$ cat src/rtl/lsu_mem_master.sv
// lsu_mem_master
// Load/store unit bridge between a core request/response handshake and a
// single-port, combinational-read, synchronous-write word memory.
// Sub-word stores are done as read-modify-write; loads are lane-selected
// and sign/zero-extended. Misaligned, illegal-size and out-of-range
// requests get an immediate error response and never touch memory.
//
// Ports
//   clk, rst            clock, asynchronous active-high reset
//   req_valid/req_ready core request handshake (ready only in IDLE)
//   req_we              1 = store, 0 = load
//   req_size            00 byte, 01 half, 10 word, 11 illegal
//   req_unsigned        loads: 1 = zero-extend, 0 = sign-extend
//   req_addr            byte address
//   req_wdata           right-aligned store data
//   resp_valid/ready    response handshake
//   resp_rdata          extended load data (0 for stores and errors)
//   resp_err            request rejected
//   mem_A, mem_WD       word-aligned memory address / write data
//   mem_WE              memory write enable (one cycle, WRITE state only)
//   mem_RD              combinational read data for mem_A
module lsu_mem_master #(
    parameter int MEM_WORDS = 1024
) (
    input  logic        clk,
    input  logic        rst,
    input  logic        req_valid,
    output logic        req_ready,
    input  logic        req_we,
    input  logic [1:0]  req_size,
    input  logic        req_unsigned,
    input  logic [31:0] req_addr,
    input  logic [31:0] req_wdata,
    output logic        resp_valid,
    input  logic        resp_ready,
    output logic [31:0] resp_rdata,
    output logic        resp_err,
    output logic [31:0] mem_A,
    output logic [31:0] mem_WD,
    output logic        mem_WE,
    input  logic [31:0] mem_RD
);

    localparam logic [31:0] MEM_WORDS_W = 32'(MEM_WORDS);

    typedef enum logic [1:0] {
        IDLE  = 2'd0,
        READ  = 2'd1,
        WRITE = 2'd2,
        RESP  = 2'd3
    } state_t;

    state_t      state_r;
    state_t      state_nxt_s;
    logic        phase_r;      // second READ cycle of a load
    logic        we_r;
    logic [1:0]  size_r;
    logic        uns_r;
    logic [31:0] addr_r;
    logic [31:0] wdata_r;
    logic [31:0] word_r;       // word captured from memory in READ
    logic [31:0] rdata_r;
    logic        err_r;
    logic        req_err_s;
    logic        accept_s;

    // Lane select and extension of a captured word for a load.
    function automatic logic [31:0] load_extend(input logic [31:0] word,
                                                input logic [1:0]  size,
                                                input logic [1:0]  off,
                                                input logic        uns);
        logic [7:0]  b;
        logic [15:0] h;
        logic [31:0] r;
        case (off)
            2'd0:    b = word[7:0];
            2'd1:    b = word[15:8];
            2'd2:    b = word[23:16];
            2'd3:    b = word[31:24];
            default: b = 8'd0;
        endcase
        h = off[1] ? word[31:16] : word[15:0];
        case (size)
            2'b00:   r = uns ? {24'd0, b} : {{24{b[7]}}, b};
            2'b01:   r = uns ? {16'd0, h} : {{16{h[15]}}, h};
            2'b10:   r = word;
            default: r = 32'd0;
        endcase
        return r;
    endfunction

    // Builds the word to be written: full word, or old word with one lane replaced.
    function automatic logic [31:0] store_merge(input logic [31:0] word,
                                                input logic [31:0] wdata,
                                                input logic [1:0]  size,
                                                input logic [1:0]  off);
        logic [31:0] r;
        r = word;
        case (size)
            2'b00: begin
                case (off)
                    2'd0:    r[7:0]   = wdata[7:0];
                    2'd1:    r[15:8]  = wdata[7:0];
                    2'd2:    r[23:16] = wdata[7:0];
                    2'd3:    r[31:24] = wdata[7:0];
                    default: r = word;
                endcase
            end
            2'b01: begin
                if (off[1]) begin
                    r[31:16] = wdata[15:0];
                end else begin
                    r[15:0] = wdata[15:0];
                end
            end
            2'b10:   r = wdata;
            default: r = 32'd0;
        endcase
        return r;
    endfunction

    // Request legality check on the live request fields.
    always_comb begin
        req_err_s = 1'b0;
        case (req_size)
            2'b00:   req_err_s = 1'b0;
            2'b01:   req_err_s = req_addr[0];
            2'b10:   req_err_s = (req_addr[1:0] != 2'b00);
            default: req_err_s = 1'b1;
        endcase
        if ({2'b00, req_addr[31:2]} >= MEM_WORDS_W) begin
            req_err_s = 1'b1;
        end else begin
            req_err_s = req_err_s;
        end
    end

    assign accept_s = req_valid && (state_r == IDLE);

    // State register.
    always_ff @(posedge clk or posedge rst) begin
        if (rst) begin
            state_r <= IDLE;
        end else begin
            state_r <= state_nxt_s;
        end
    end

    // Next-state logic.
    always_comb begin
        state_nxt_s = state_r;
        case (state_r)
            IDLE: begin
                if (!accept_s) begin
                    state_nxt_s = IDLE;
                end else if (req_err_s) begin
                    state_nxt_s = RESP;
                end else if (req_we && (req_size == 2'b10)) begin
                    state_nxt_s = WRITE;
                end else begin
                    state_nxt_s = READ;
                end
            end
            READ: begin
                // Loads spend a second READ cycle forming the extended result.
                if (we_r) begin
                    state_nxt_s = WRITE;
                end else if (phase_r) begin
                    state_nxt_s = RESP;
                end else begin
                    state_nxt_s = READ;
                end
            end
            WRITE:   state_nxt_s = RESP;
            RESP: begin
                if (resp_ready) begin
                    state_nxt_s = IDLE;
                end else begin
                    state_nxt_s = RESP;
                end
            end
            default: state_nxt_s = IDLE;
        endcase
    end

    // Request capture, memory word capture and response registers.
    always_ff @(posedge clk or posedge rst) begin
        if (rst) begin
            phase_r <= 1'b0;
            we_r    <= 1'b0;
            size_r  <= 2'b00;
            uns_r   <= 1'b0;
            addr_r  <= 32'd0;
            wdata_r <= 32'd0;
            word_r  <= 32'd0;
            rdata_r <= 32'd0;
            err_r   <= 1'b0;
        end else begin
            case (state_r)
                IDLE: begin
                    if (accept_s) begin
                        we_r    <= req_we;
                        size_r  <= req_size;
                        uns_r   <= req_unsigned;
                        addr_r  <= req_addr;
                        wdata_r <= req_wdata;
                        err_r   <= req_err_s;
                        rdata_r <= 32'd0;
                        phase_r <= 1'b0;
                    end
                end
                READ: begin
                    if (!phase_r) begin
                        word_r  <= mem_RD;
                        phase_r <= 1'b1;
                    end else begin
                        rdata_r <= load_extend(word_r, size_r, addr_r[1:0], uns_r);
                        phase_r <= 1'b0;
                    end
                end
                RESP: begin
                    if (resp_ready) begin
                        rdata_r <= 32'd0;
                        err_r   <= 1'b0;
                    end
                end
                default: begin
                    phase_r <= phase_r;
                end
            endcase
        end
    end

    // Output decode from registered state.
    always_comb begin
        req_ready  = (state_r == IDLE);
        resp_valid = (state_r == RESP);
        resp_rdata = rdata_r;
        resp_err   = err_r;
        mem_A      = 32'd0;
        mem_WD     = 32'd0;
        mem_WE     = 1'b0;
        case (state_r)
            READ: begin
                mem_A = {addr_r[31:2], 2'b00};
            end
            WRITE: begin
                mem_A  = {addr_r[31:2], 2'b00};
                mem_WD = store_merge(word_r, wdata_r, size_r, addr_r[1:0]);
                mem_WE = 1'b1;
            end
            default: begin
                mem_A = 32'd0;
            end
        endcase
    end

endmodule
$ cat config.mk
export PLATFORM = sky130hd
export DESIGN_NAME = lsu_mem_master
export DESIGN_NICKNAME = d
export VERILOG_FILES = /design/src/rtl/lsu_mem_master.sv
export SDC_FILE = /design/constraint.sdc
export NUM_CORES = 1
export LEC_CHECK = 0
export BUFFER_PORTS_ARGS = -buffer_cell sky130_fd_sc_hd__buf_2
export CAP_MARGIN = 30
export CORE_ASPECT_RATIO = 1.4
export CORE_MARGIN = 5
export CORE_UTILIZATION = 45
export DETAILED_ROUTE_END_ITERATION = 8
export GPL_ROUTABILITY_DRIVEN = 0
export HOLD_SLACK_MARGIN = 0.15
export PLACE_DENSITY_LB_ADDON = 0.3
export SYNTH_ARGS = -nofsm -noshare
export SYNTH_HDL_FRONTEND = slang
export SYNTH_SLANG_ARGS = --single-unit
$ cat constraint.sdc
create_clock -name clk -period 12.8 [get_ports clk]
set_input_delay 1.28 -clock clk [delete_from_list [all_inputs] [get_ports clk]]
set_output_delay 1.28 -clock clk [all_outputs]
set_load 0.05 [all_outputs]
# After elaboration in Yosys (flattened, before gate mapping)
# Cells that the tools add are included.
[totals]
reg_bits = 136
inputBits = 104
output_inout_bits = 100
elab_cells = 75
[classes]
n_lt_le_gt_ge = 1
n_eq_ne = 13
muxes = 34
n_bitwise = 1
reduce_logical = 16
[ops]
columns = ["op", "n"]
rows = [
  ["$pmux 32 s3", 3],
  ["$mux 32", 7],
  ["$mux 16", 3],
  ["$mux 8", 4],
  ["$pmux 8 s4", 1],
  ["$ge 30x11->1 const B", 1],
  ["$eq 2x2->1 const B", 6],
  ["$mux 2", 6],
  ["$eq 2x1->1 const B", 4],
  ["$logic_not 2->1", 4],
  ["$pmux 2 s4", 1],
  ["$mux 1", 6],
  ["$reduce_and 2->1", 3],
  ["$reduce_bool 2->1", 3],
  ["$ne 2x1->1 const B", 2],
  ["$pmux 1 s2", 2],
  ["$reduce_and 4->1", 1],
  ["$pmux 1 s3", 1],
  ["$reduce_and 3->1", 1],
  ["$reduce_bool 3->1", 1],
  ["$logic_and 1x1->1", 2],
  ["$ne 2x2->1 const B", 1],
  ["$reduce_or 2->1", 1],
  ["$not 1->1", 1],
]

# Depth between registers and ports, before layout
[logic_depth]
ltp_word = 6
mapped_depth = 8
depth_no_buf = 6

# Least setup slack after synthesis
# OpenSTA, ideal clock, no wires.
[synth_path]
path_type = "register to output"
startpoint = "reg state_r[0]"
endpoint = "out mem_WD[8]"
t_arrival_ns = 2.616
t_required_ns = 11.520
slack_ns = 8.904
path_stages_with_launch = 6
n_path_buf = 1
cell_sequence = "dfrtp_1 -> inv_1 -> ha_1 -> clkbuf_1 -> nand2b_1 -> o31ai_1"
[synth_between]
elab_chain_cells = 2
[synth_lines]
columns = ["element", "line_no", "rtl"]
rows = [
  ["from (decl)", "53", "state_t state_r;"],
  ["from (signal assigned)", "145", "state_r <= state_nxt_s;"],
  ["$eq 2x2->1", "243", "case (state_r)"],
  ["$mux 32", "243", ""],
  ["to (decl)", "39", "output logic [31:0] mem_WD,"],
]
# No other way between the ends.

# Worst setup path in the final report
[layout_path]
startpoint = "reg size_r[1]"
endpoint = "out mem_WD[16]"
[layout_between]
elab_chain_cells = 3
[layout_lines]
columns = ["element", "line_no", "rtl"]
rows = [
  ["from (decl)", "57", "logic [1:0] size_r;"],
  ["from (signal assigned)", "203", "size_r <= req_size;"],
  ["$eq 2x2->1 (tied with other cells)", "99", "case (size)"],
  ["$pmux 32 s3 (*)", "99", ""],
  ["$mux 32 (*)", "243", ""],
]
# Mark *: on every way between the ends. The rest lies on a longest branch, timed or not.

==> results.py <==
metrics = {
    "status": {
        "status": "completed",
    },
    "timing": {
        "fin_hold_ws_ns": 0.493,
        "tns_ns": 0,
        "report.final.hold_viol_count": 0,
        "slew_violations": 0,
        "tightest_slew_ns": 1.02,
        "finalCriticalPeriod_ns": 3.99,
        "finalCritPeriodShare_pct": 31.2,
        "skew_ns": 0.00659,
        "slew_headroom_pct": 31.7,
        "fmax_mhz": 250,
        "rsz0062_at_grt": "false",
        "setup-violations-final": 0,
    },
    "setup_path": {
        "reg2reg_from": "state_r[0]$_DFF_PP0_",
        "r2r_slack_ns": 10.38,
        "crit_fanout": 36,
        "start_kind": "flip-flop",
        "crit_path_end_kind": "output port",
        "reg2regPathDepth": 5,
        "worstPathArrival_ns": 2.71,
        "crit_required_ns": 11.52,
        "criticalPathCategory": "reg2out",
        "r2r_end": "wdata_r[2]$_DFFE_PP0P_",
    },
    "floorplanning": {
        "rows": 54,
        "core_area_sq_um": 15600,
        "die_h_um": 159,
        "dieArea_sq_um": 18600,
        "pin_count": 204,
        "die_w_um": 117,
        "start_util_pct": 45.9,
    },
    "yosys": {
        "synth_most_common_cell": "dfrtp_1",
        "syn_avg_cell_area_sq_um": 11.8,
        "synth_commonest_cells": "dfrtp_1, mux2_2, and2_1",
        "yosysUniqueCellTypes": 51,
        "yosys.area.top_type": "dfrtp_1",
        "yosysWarnings": 0,
        "ys_seq_area_share_pct": 47.5,
        "netlist_top_cells_area": "dfrtp_1, mux2_2, mux2i_1",
        "synth_edf_count": 0,
        "synth_flop_cell": "dfrtp_1",
        "synthesis.area_sq_um": 7170,
        "syn_inst": 607,
        "async_flop_share_pct": 100,
        "synth-seq-cells": 136,
        "synth.top_cell.area_share_pct": 47.5,
    },
    "final_layout": {
        "drive_above_1_share_pct": 48.3,
        "register_area_sq_um": 3400,
        "nFillCells": 1325,
        "multi_input_area_sq_um": 3490,
        "layout.nets": 897,
        "antenna_cells": 0,
        "syn_to_final_growth_pct": 24.0,
    },
    "global_route": {
        "grt_pass1_wl_um": 33200,
        "grt_max_degree": 74,
        "antenna_found_initial": 0,
        "grt_overflow_total": 0,
        "grt.total_usage_pct": 23.1,
        "grt_pass1_vias": 6259,
    },
    "routing": {
        "drt_iter0_markers": 423,
        "drt-total-wl_um": 21200,
        "via_per_inst": 5.73,
        "avgRoutedWirePerCell_um": 21.2,
        "vias": 5718,
        "drt_pass1_iterations": 7,
        "ant_nets": 0,
        "remaining_drc_errors": 0,
    },
    "clocking": {
        "root_buffer": "clkbuf_16",
        "cts_sinks": 136,
        "hold_buffers": 0,
        "cts_buffer_depth": 2,
        "post_cts_buffers": 0,
        "clk_latency_ns": 0.42,
        "cts_buffers": 17,
        "htreeDepth": 4,
        "path_clk_slew_ns": 0.06,
        "cts_resized": 0,
        "cts_tree": "built",
    },
    "placed_design": {
        "hpwl_um": 16000,
        "portBuffers": 201,
    },
    "hold_path": {
        "hold_path.class": "reg2reg",
        "min_to": "resp_rdata[4]$_DFFE_PP0P_",
        "hold_depth": 1,
        "worstHoldStart": "resp_rdata[4]$_DFFE_PP0P_",
    },
    "flow_run": {
        "cap_violations": 0,
    },
}
## worst max-delay path by stage
| stage | start | endpoint | slack (ns) | cells after the start |
|---|---|---|---|---|
| after floorplan | rst | addr_r[0]$_DFFE_PP0P_ | 7.88 | 1 |
| after global placement | size_r[1]$_DFFE_PP0P_ | mem_WD[16] | 9.38 | 5 |
| after detailed placement | size_r[1]$_DFFE_PP0P_ | mem_WD[16] | 9.31 | 5 |
| after CTS | size_r[1]$_DFFE_PP0P_ | mem_WD[16] | 8.85 | 5 |
| after global routing | size_r[1]$_DFFE_PP0P_ | mem_WD[16] | 8.71 | 5 |
| final | size_r[1]$_DFFE_PP0P_ | mem_WD[16] | 8.81 | 5 |
## cell families after synthesis
| group | after synthesis | share of synthesized area, % |
|---|---|---|
| multiplexers | 151 | 23.8 |
| other | 1 | 0.0523 |
| adder cells (fa/ha/maj) | 4 | 0.698 |
| AO/OA/AOI/OAI | 125 | 13.4 |
| buffers and inverters | 52 | 4.07 |
| XOR/XNOR | 1 | 0.122 |
| AND/OR/NAND/NOR | 137 | 10.4 |
| flip-flops | 136 | 47.5 |
## layout make-up
type / instances / share of cell area (%)
well taps: 196 / 2.76
multi-input cells: 420 / 39.2
repair buffers: 208 / 12.0
clock buffers: 19 / 5.09
inverters: 6 / 0.281
clock inverters: 13 / 2.42
flip-flops and latches: 136 / 38.3
## routing by layer
layer | track usage, % | share of wire (%)
met1 | 27.6 | 38
met2 | 38.5 | 51
met3 | 6.81 | 8.1
met4 | 9.65 | 3.7
met5 | 0 | 0
## critical path: stages (launching register included)
cell	delay [ns]
dfrtp_1	0.90
nor2b_2	0.29
buf_4	0.37
a222oi_1	0.19
nor2_1	0.22
buf_2	0.31
## stage by stage
step           util [%]  cell area, sq um  cells  worst slack, ns
6_report           57.0              8890    998             8.81
5_1_grt            57.0              8890    998             8.71
4_1_cts            57.0              8890    998             8.85
3_5_place_dp       52.7              8230    966             9.31
3_3_place_gp       52.6              8210    965             9.38
2_1_floorplan         -              7170    608             7.88
## state kept, by name, summed over array words and instances, names as in the netlist
name	flops
addr_r	32
resp_rdata	32
wdata_r	32
word_r	32
size_r	2
state_r	2
phase_r	1
resp_err	1
uns_r	1
we_r	1
## layout by cell type, fill, tap and decap left out, drive strengths merged, types with 6 or more instances in the layout
cell type  count
nand3         10
mux2         129
o21ai         32
inv           10
buf          208
dfrtp        136
a222oi        17
a21oi         12
o2bb2ai       14
a2bb2oi        7
nor2          29
a22o          24
a221o          7
nor2b         14
and2          31
nor4           6
mux2i         22
nand2b         6
nand2         29
clkbuf        19
Power is left out: the tool's default activity adds up to more than one toggle a clock period on the data nets, which glitch-free logic cannot reach.
